`src/rtl/csa_pkg.sv`:
```
// Shared definitions for the carry-skip adder slice: adder width and the
// operand sequencer state encoding.
package csa_pkg;

    // Width of the external carry-skip adder and of every operand byte.
    localparam int CSA_WIDTH = 8;

    // Operand sequencer states, 2-bit encoding.
    typedef enum logic [1:0] {
        LOAD_A = 2'd0,
        LOAD_B = 2'd1,
        ADD    = 2'd2,
        OUT    = 2'd3
    } csa_state_e;

endpackage : csa_pkg

```
`src/rtl/csa_operand_sequencer.sv`:
```
// Operand sequencer for the 8-bit carry-skip adder. Pairs incoming bytes into
// A/B operands, drives them with a chained carry-in into the external adder,
// registers the adder result and hands it downstream one byte per pair.
// Multi-byte little-endian words are added as a chain of 8-bit adds; the
// carry is passed between bytes of a word and cleared at the word boundary.
module csa_operand_sequencer
    import csa_pkg::*;
#(
    parameter int WIDTH = CSA_WIDTH
) (
    input  logic             clk,
    input  logic             rst_n,

    input  logic [WIDTH-1:0] in_data,
    input  logic             in_valid,
    input  logic             in_last,
    output logic             in_ready,

    output logic [WIDTH-1:0] op_a,
    output logic [WIDTH-1:0] op_b,
    output logic             op_cin,
    input  logic [WIDTH-1:0] add_sum,
    input  logic             add_cout,

    output logic [WIDTH-1:0] out_data,
    output logic             out_carry,
    output logic             out_last,
    output logic             out_valid,
    input  logic             out_ready,

    output logic             busy
);

    csa_state_e       state_q, state_d;

    logic [WIDTH-1:0] op_a_q, op_a_d;
    logic [WIDTH-1:0] op_b_q, op_b_d;
    logic             op_cin_q, op_cin_d;
    logic             last_q, last_d;
    logic [WIDTH-1:0] out_data_q, out_data_d;
    logic             out_carry_q, out_carry_d;
    logic             out_last_q, out_last_d;

    // State register; reset drops any partial pair or pending result.
    always_ff @(posedge clk) begin
        if (!rst_n) begin
            state_q <= LOAD_A;
        end else begin
            state_q <= state_d;
        end
    end

    // Next-state logic: two byte loads, one adder cycle, then hold until taken.
    always_comb begin
        state_d = state_q;
        case (state_q)
            LOAD_A: if (in_valid)  state_d = LOAD_B;
            LOAD_B: if (in_valid)  state_d = ADD;
            ADD:                   state_d = OUT;
            OUT:    if (out_ready) state_d = LOAD_A;
            default:               state_d = LOAD_A;
        endcase
    end

    // Handshake outputs decoded purely from the current state.
    always_comb begin
        in_ready  = 1'b0;
        out_valid = 1'b0;
        busy      = (state_q != LOAD_A);
        case (state_q)
            LOAD_A:  in_ready  = 1'b1;
            LOAD_B:  in_ready  = 1'b1;
            OUT:     out_valid = 1'b1;
            default: ;
        endcase
    end

    // Datapath next values: operand capture, result capture, and the chain
    // carry, which only moves on the result handshake so the adder inputs
    // never change under a pending result.
    always_comb begin
        op_a_d      = op_a_q;
        op_b_d      = op_b_q;
        op_cin_d    = op_cin_q;
        last_d      = last_q;
        out_data_d  = out_data_q;
        out_carry_d = out_carry_q;
        out_last_d  = out_last_q;
        case (state_q)
            LOAD_A: begin
                if (in_valid) begin
                    op_a_d = in_data;
                end
            end
            LOAD_B: begin
                if (in_valid) begin
                    op_b_d = in_data;
                    last_d = in_last;
                end
            end
            ADD: begin
                out_data_d  = add_sum;
                out_carry_d = add_cout;
                out_last_d  = last_q;
            end
            OUT: begin
                if (out_ready) begin
                    op_cin_d = out_last_q ? 1'b0 : out_carry_q;
                end
            end
            default: ;
        endcase
    end

    // Datapath registers with synchronous active-low reset.
    always_ff @(posedge clk) begin
        if (!rst_n) begin
            op_a_q      <= '0;
            op_b_q      <= '0;
            op_cin_q    <= 1'b0;
            last_q      <= 1'b0;
            out_data_q  <= '0;
            out_carry_q <= 1'b0;
            out_last_q  <= 1'b0;
        end else begin
            op_a_q      <= op_a_d;
            op_b_q      <= op_b_d;
            op_cin_q    <= op_cin_d;
            last_q      <= last_d;
            out_data_q  <= out_data_d;
            out_carry_q <= out_carry_d;
            out_last_q  <= out_last_d;
        end
    end

    assign op_a      = op_a_q;
    assign op_b      = op_b_q;
    assign op_cin    = op_cin_q;
    assign out_data  = out_data_q;
    assign out_carry = out_carry_q;
    assign out_last  = out_last_q;

endmodule : csa_operand_sequencer

```
`config.mk`:
```
export PLATFORM = sky130hd
export DESIGN_NAME = csa_operand_sequencer
export DESIGN_NICKNAME = d
export VERILOG_FILES = /design/src/rtl/csa_pkg.sv /design/src/rtl/csa_operand_sequencer.sv
export SDC_FILE = /design/constraint.sdc
export NUM_CORES = 1
export LEC_CHECK = 0
export CORE_MARGIN = 2
export CORE_UTILIZATION = 30
export CTS_CLUSTER_DIAMETER = 40
export DETAILED_ROUTE_END_ITERATION = 8
export GPL_TIMING_DRIVEN = 0
export PLACE_DENSITY = 0.7
export SETUP_SLACK_MARGIN = 0.3
export SLEW_MARGIN = 20
export SYNTH_ARGS = -nofsm -noshare
export SYNTH_HDL_FRONTEND = slang
export SYNTH_SLANG_ARGS = --single-unit
```
`constraint.sdc`:
```
create_clock -name clk -period 1.3 [get_ports clk]
set_input_delay 0.39 -clock clk [delete_from_list [all_inputs] [get_ports clk]]
set_output_delay 0.39 -clock clk [all_outputs]
set_load 0.005 [all_outputs]
```
# [Yosys cells after proc, flatten, opt, wreduce, memory -nomap -nowiden]
# Cells that the tools add are included.
[totals] register_bits=30 in_bits=22 out_inout_bits=30 word_cells=28
[classes] eq_ne=6 mux=7 reduce_logical=7
[op_table] operator="$pmux W2 S4" count=1
[op_table] operator="$mux W2" count=3
[op_table] operator="$ne A2 B2 Y1 const B" count=3
[op_table] operator="$reduce_and A2 Y1" count=3
[op_table] operator="$eq A2 B2 Y1 const B" count=2
[op_table] operator="$mux W1" count=3
[op_table] operator="$reduce_and A3 Y1" count=1
[op_table] operator="$eq A2 B1 Y1 const B" count=1
[op_table] operator="$logic_not A2 Y1" count=1
[op_table] operator="$reduce_bool A2 Y1" count=1
[op_table] operator="$reduce_or A2 Y1" count=1

# [Depth between registers and ports, before layout]
[logic_depth] word_depth=3 depth_mapped=6 ltp_nobuf=5

# [Worst setup path before layout]
# No wires, ideal clock.
[synth_timing] kind="reg-to-output" startpoint="register state_q[0]" endpoint="output port busy" arrival_time_ns=0.864 t_required_ns=0.910 setup_slack_ns=0.046 path_stages_with_launch=5 path_buffers=1 path_cell_list="dfxtp_1 > inv_1 > ha_1 > buf_2 > inv_1"
[synth_between] elab_chain_len=1
[synth_lines] item="start, declared" line="csa_operand_sequencer.sv:34" text="csa_state_e state_q, state_d;"
[synth_lines] item="start signal, assigned" line="csa_operand_sequencer.sv:49" text="state_q <= state_d;"
[synth_lines] item="$reduce_bool A2 Y1" line="csa_operand_sequencer.sv:69" text="busy = (state_q != LOAD_A);"
[synth_lines] item="end, declared" line="csa_operand_sequencer.sv:31" text="output logic busy"
# Every way passes these cells.

# [Final worst setup path]
# Ends and elaborated chain as after synthesis.

==> results.cfg <==
[status]
outcome = finished, violations left
violations = setup timing

[global_route]
top_usage_layer = met2
grt_max_degree = 12
grt_pass1_vias = 1111
grt_use_met1_pct = 19.6
overflow = 0
grt_pass1_wl_um = 5320
grt.met3_usage_pct = 2.76
grt_use_met2_pct = 24.9
grt_usage_pct = 15.9
antenna_found_initial = 0

[route]
totalWireLength_um = 3860
via_count = 1198
dr.pass1.iters = 4
drt_iter0_drc = 44
vias_per_cell = 4.59
post_drt_wl_per_cell_um = 14.8
drc = 0
antenna_left = 0

[power_and_ir_drop]
switching_share_pct = 34.0
total_power_uw = 4250
combPwrFrac_pct = 51.5
p_seq_share_pct = 30.2
intPower_uw = 2810
max-vdd-ir-drop_mv = 0.723
cellPowerDensity_nw_per_um2 = 1860
clockPowerShare_pct = 18.3
power_leakage_uw = 0.000928
p_sw_uw = 1450

[timing]
final-max-slew-violation-count = 0
whs_ns = 0.444
setup_viol = 3
slew_headroom_pct = 84.3
tightestPinTransition_ns = 0.236
hold_viol = 0
max_freq_mhz = 662
finalCritPeriodShare_pct = 116
fin_crit_ns = 1.51
finClkSkew_ns = 0.00422
rsz0062_at_grt = true
setup_slack_ns = -0.212

[clock_tree]
cts-hold-fix-buffers = 0
htreeDepth = 2
root_buffer = clkbuf_8
cts_buffers = 5
clk_latency_ns = 0.29
cts.sinks = 30
cts_tree = yes
clk_pin_slew_worst_paths_ns = 0.06
clockBufferDepth = 2

[synthesis]
ys_top_cells_by_count = dfxtp_1, nand2_1, a21boi_1
synth.largest_area_cell = dfxtp_1
synth_fp_nets = 158
synthFlopType = dfxtp_1
syn_area_um2 = 1250
synthTopCellsByArea = dfxtp_1, a21boi_1, mux2i_1
ys_async_sr_fraction_pct = 0
ys_ff_latch = 30
syn_avg_cell_area_um2 = 9.51
yosysMostFrequentCell = dfxtp_1
yosysSeqAreaShare_pct = 47.9
synth-edff-count = 0
ys_warn_count = 0
yosys.area.top_type_share_pct = 47.9
ys_types = 17
netlist_instances = 132

[die]
fp.dieW_um = 68.7
die_h_um = 68.7
ios = 52
num_rows = 23
die_area_um2 = 4720
core_area_um2 = 4000
initial_core_util_pct = 31.4

[place]
pre_cts_ws_ns = -0.334
routabilityCongestion = 0.786
port_buffers = 50
post-dp-hpwl_um = 2240

[cells_and_area]
drive_above_1_share_pct = 57.3
nets = 236
areaGrowthSynthToFinish_pct = 82.5
diodes = 0

[setup_path]
critPathLaunchType = flip-flop
crit_fanout = 4
cp-end-kind = output pin
crit_arrival_ns = 1.12
reg2reg_depth = 7
cp.required_ns = 0.91
criticalPathCategory = reg2out

[flow_run]
cap_violations = 0

[hold_path]
min_path_type = in2reg
hold_depth = 3
[power by group through the flow]
stage | Sequential (µW) | Combinational (µW) | Clock, µW
floorplan | 1230 | 758 | 0
global placement | 1230 | 1340 | 0
detailed placement | 1230 | 1360 | 0
CTS | 1250 | 1700 | 789
global route | 1310 | 2330 | 831
finish | 1290 | 2190 | 778
[registers in the layout, indices dropped and copies added, names as in the netlist]
name       cells
op_a           8
op_b           8
out_data       8
state_q        2
last_q         1
op_cin         1
out_carry      1
out_last       1
[worst paths after layout]
| kind | slack (ns) | startpoint | end |
|---|---|---|---|
| worst max-delay path | -0.21 | state_q[0] | busy |
| worst min-delay path | 0.44 | in_valid | op_b[0] |
| worst min register to register | 0.45 | op_a[3] | op_a[3] |
| worst max register to register | 0.01 | state_q[1] | state_q[1] |
[routing by layer]
| layer | wire [µm] | up-vias |
|---|---|---|
| li1 | - | 598 |
| met1 | 1630 | 569 |
| met2 | 2020 | 22 |
| met3 | 114 | 9 |
| met4 | 101 | 0 |
| met5 | 0 | - |
[worst max-delay path, cell delays in order, from the launching register on]
cell and delay, ns:
dfxtp_4 0.38, inv_4 0.04, ha_4 0.16, buf_6 0.12
inv_2 0.04, buf_6 0.08
[cells in the final DEF, fill, tap and decap left out, types with 2 or more instances in the layout]
cell | synthesis | routed
inv_4 | 0 | 2
nand3_1 | 17 | 11
clkbuf_8 | 0 | 6
nand2_1 | 22 | 14
nor2b_1 | 10 | 10
nand2_2 | 1 | 7
buf_2 | 5 | 13
buf_6 | 2 | 28
ha_4 | 0 | 4
nand3_2 | 0 | 6
a21boi_1 | 18 | 17
buf_4 | 0 | 14
nand2_4 | 1 | 2
inv_1 | 5 | 2
dfxtp_4 | 0 | 2
clkdlybuf4s50_1 | 0 | 19
dfxtp_2 | 0 | 27
nand2_8 | 0 | 2
mux2i_1 | 12 | 12
[what timing repair did]
action,CTS,global route
buffers inserted,10,7
pin swaps,10,24
hold endpoints to repair,0,0
endpoints found under the setup margin,60,60
gates cloned,3,1
gates resized for setup,180,31
[kinds of logic after synthesis]
| logic type | synth area share (%) |
|---|---|
| buf+inv | 5.68 |
| simple gates | 20.7 |
| compound gates | 12.2 |
| mux | 9.57 |
| fa+ha+maj | 3.99 |
| flops | 47.9 |
[through the flow]
stage	std cells	setup TNS (ns)	area (µm²)	util (%)
floorplan	132	0	1280	-
global placement	232	-3.28	1840	46.1
detailed placement	232	-3.89	1840	46.1
CTS	253	-0.553	2060	51.4
global route	261	-0.780	2290	57.2
finish	261	-0.562	2290	57.2
[layout make-up]
type | instances | area, µm²
inverters | 5 | 23.8
plain buffers | 8 | 77.6
multi-input cells | 90 | 741
flip-flops and latches | 30 | 642
fillers | 343 | 1710
clock buffers | 7 | 86.3
well taps | 50 | 62.6
repair buffers | 70 | 652
clock inverters | 1 | 5.00
Power figures use the tool's default switching activity.
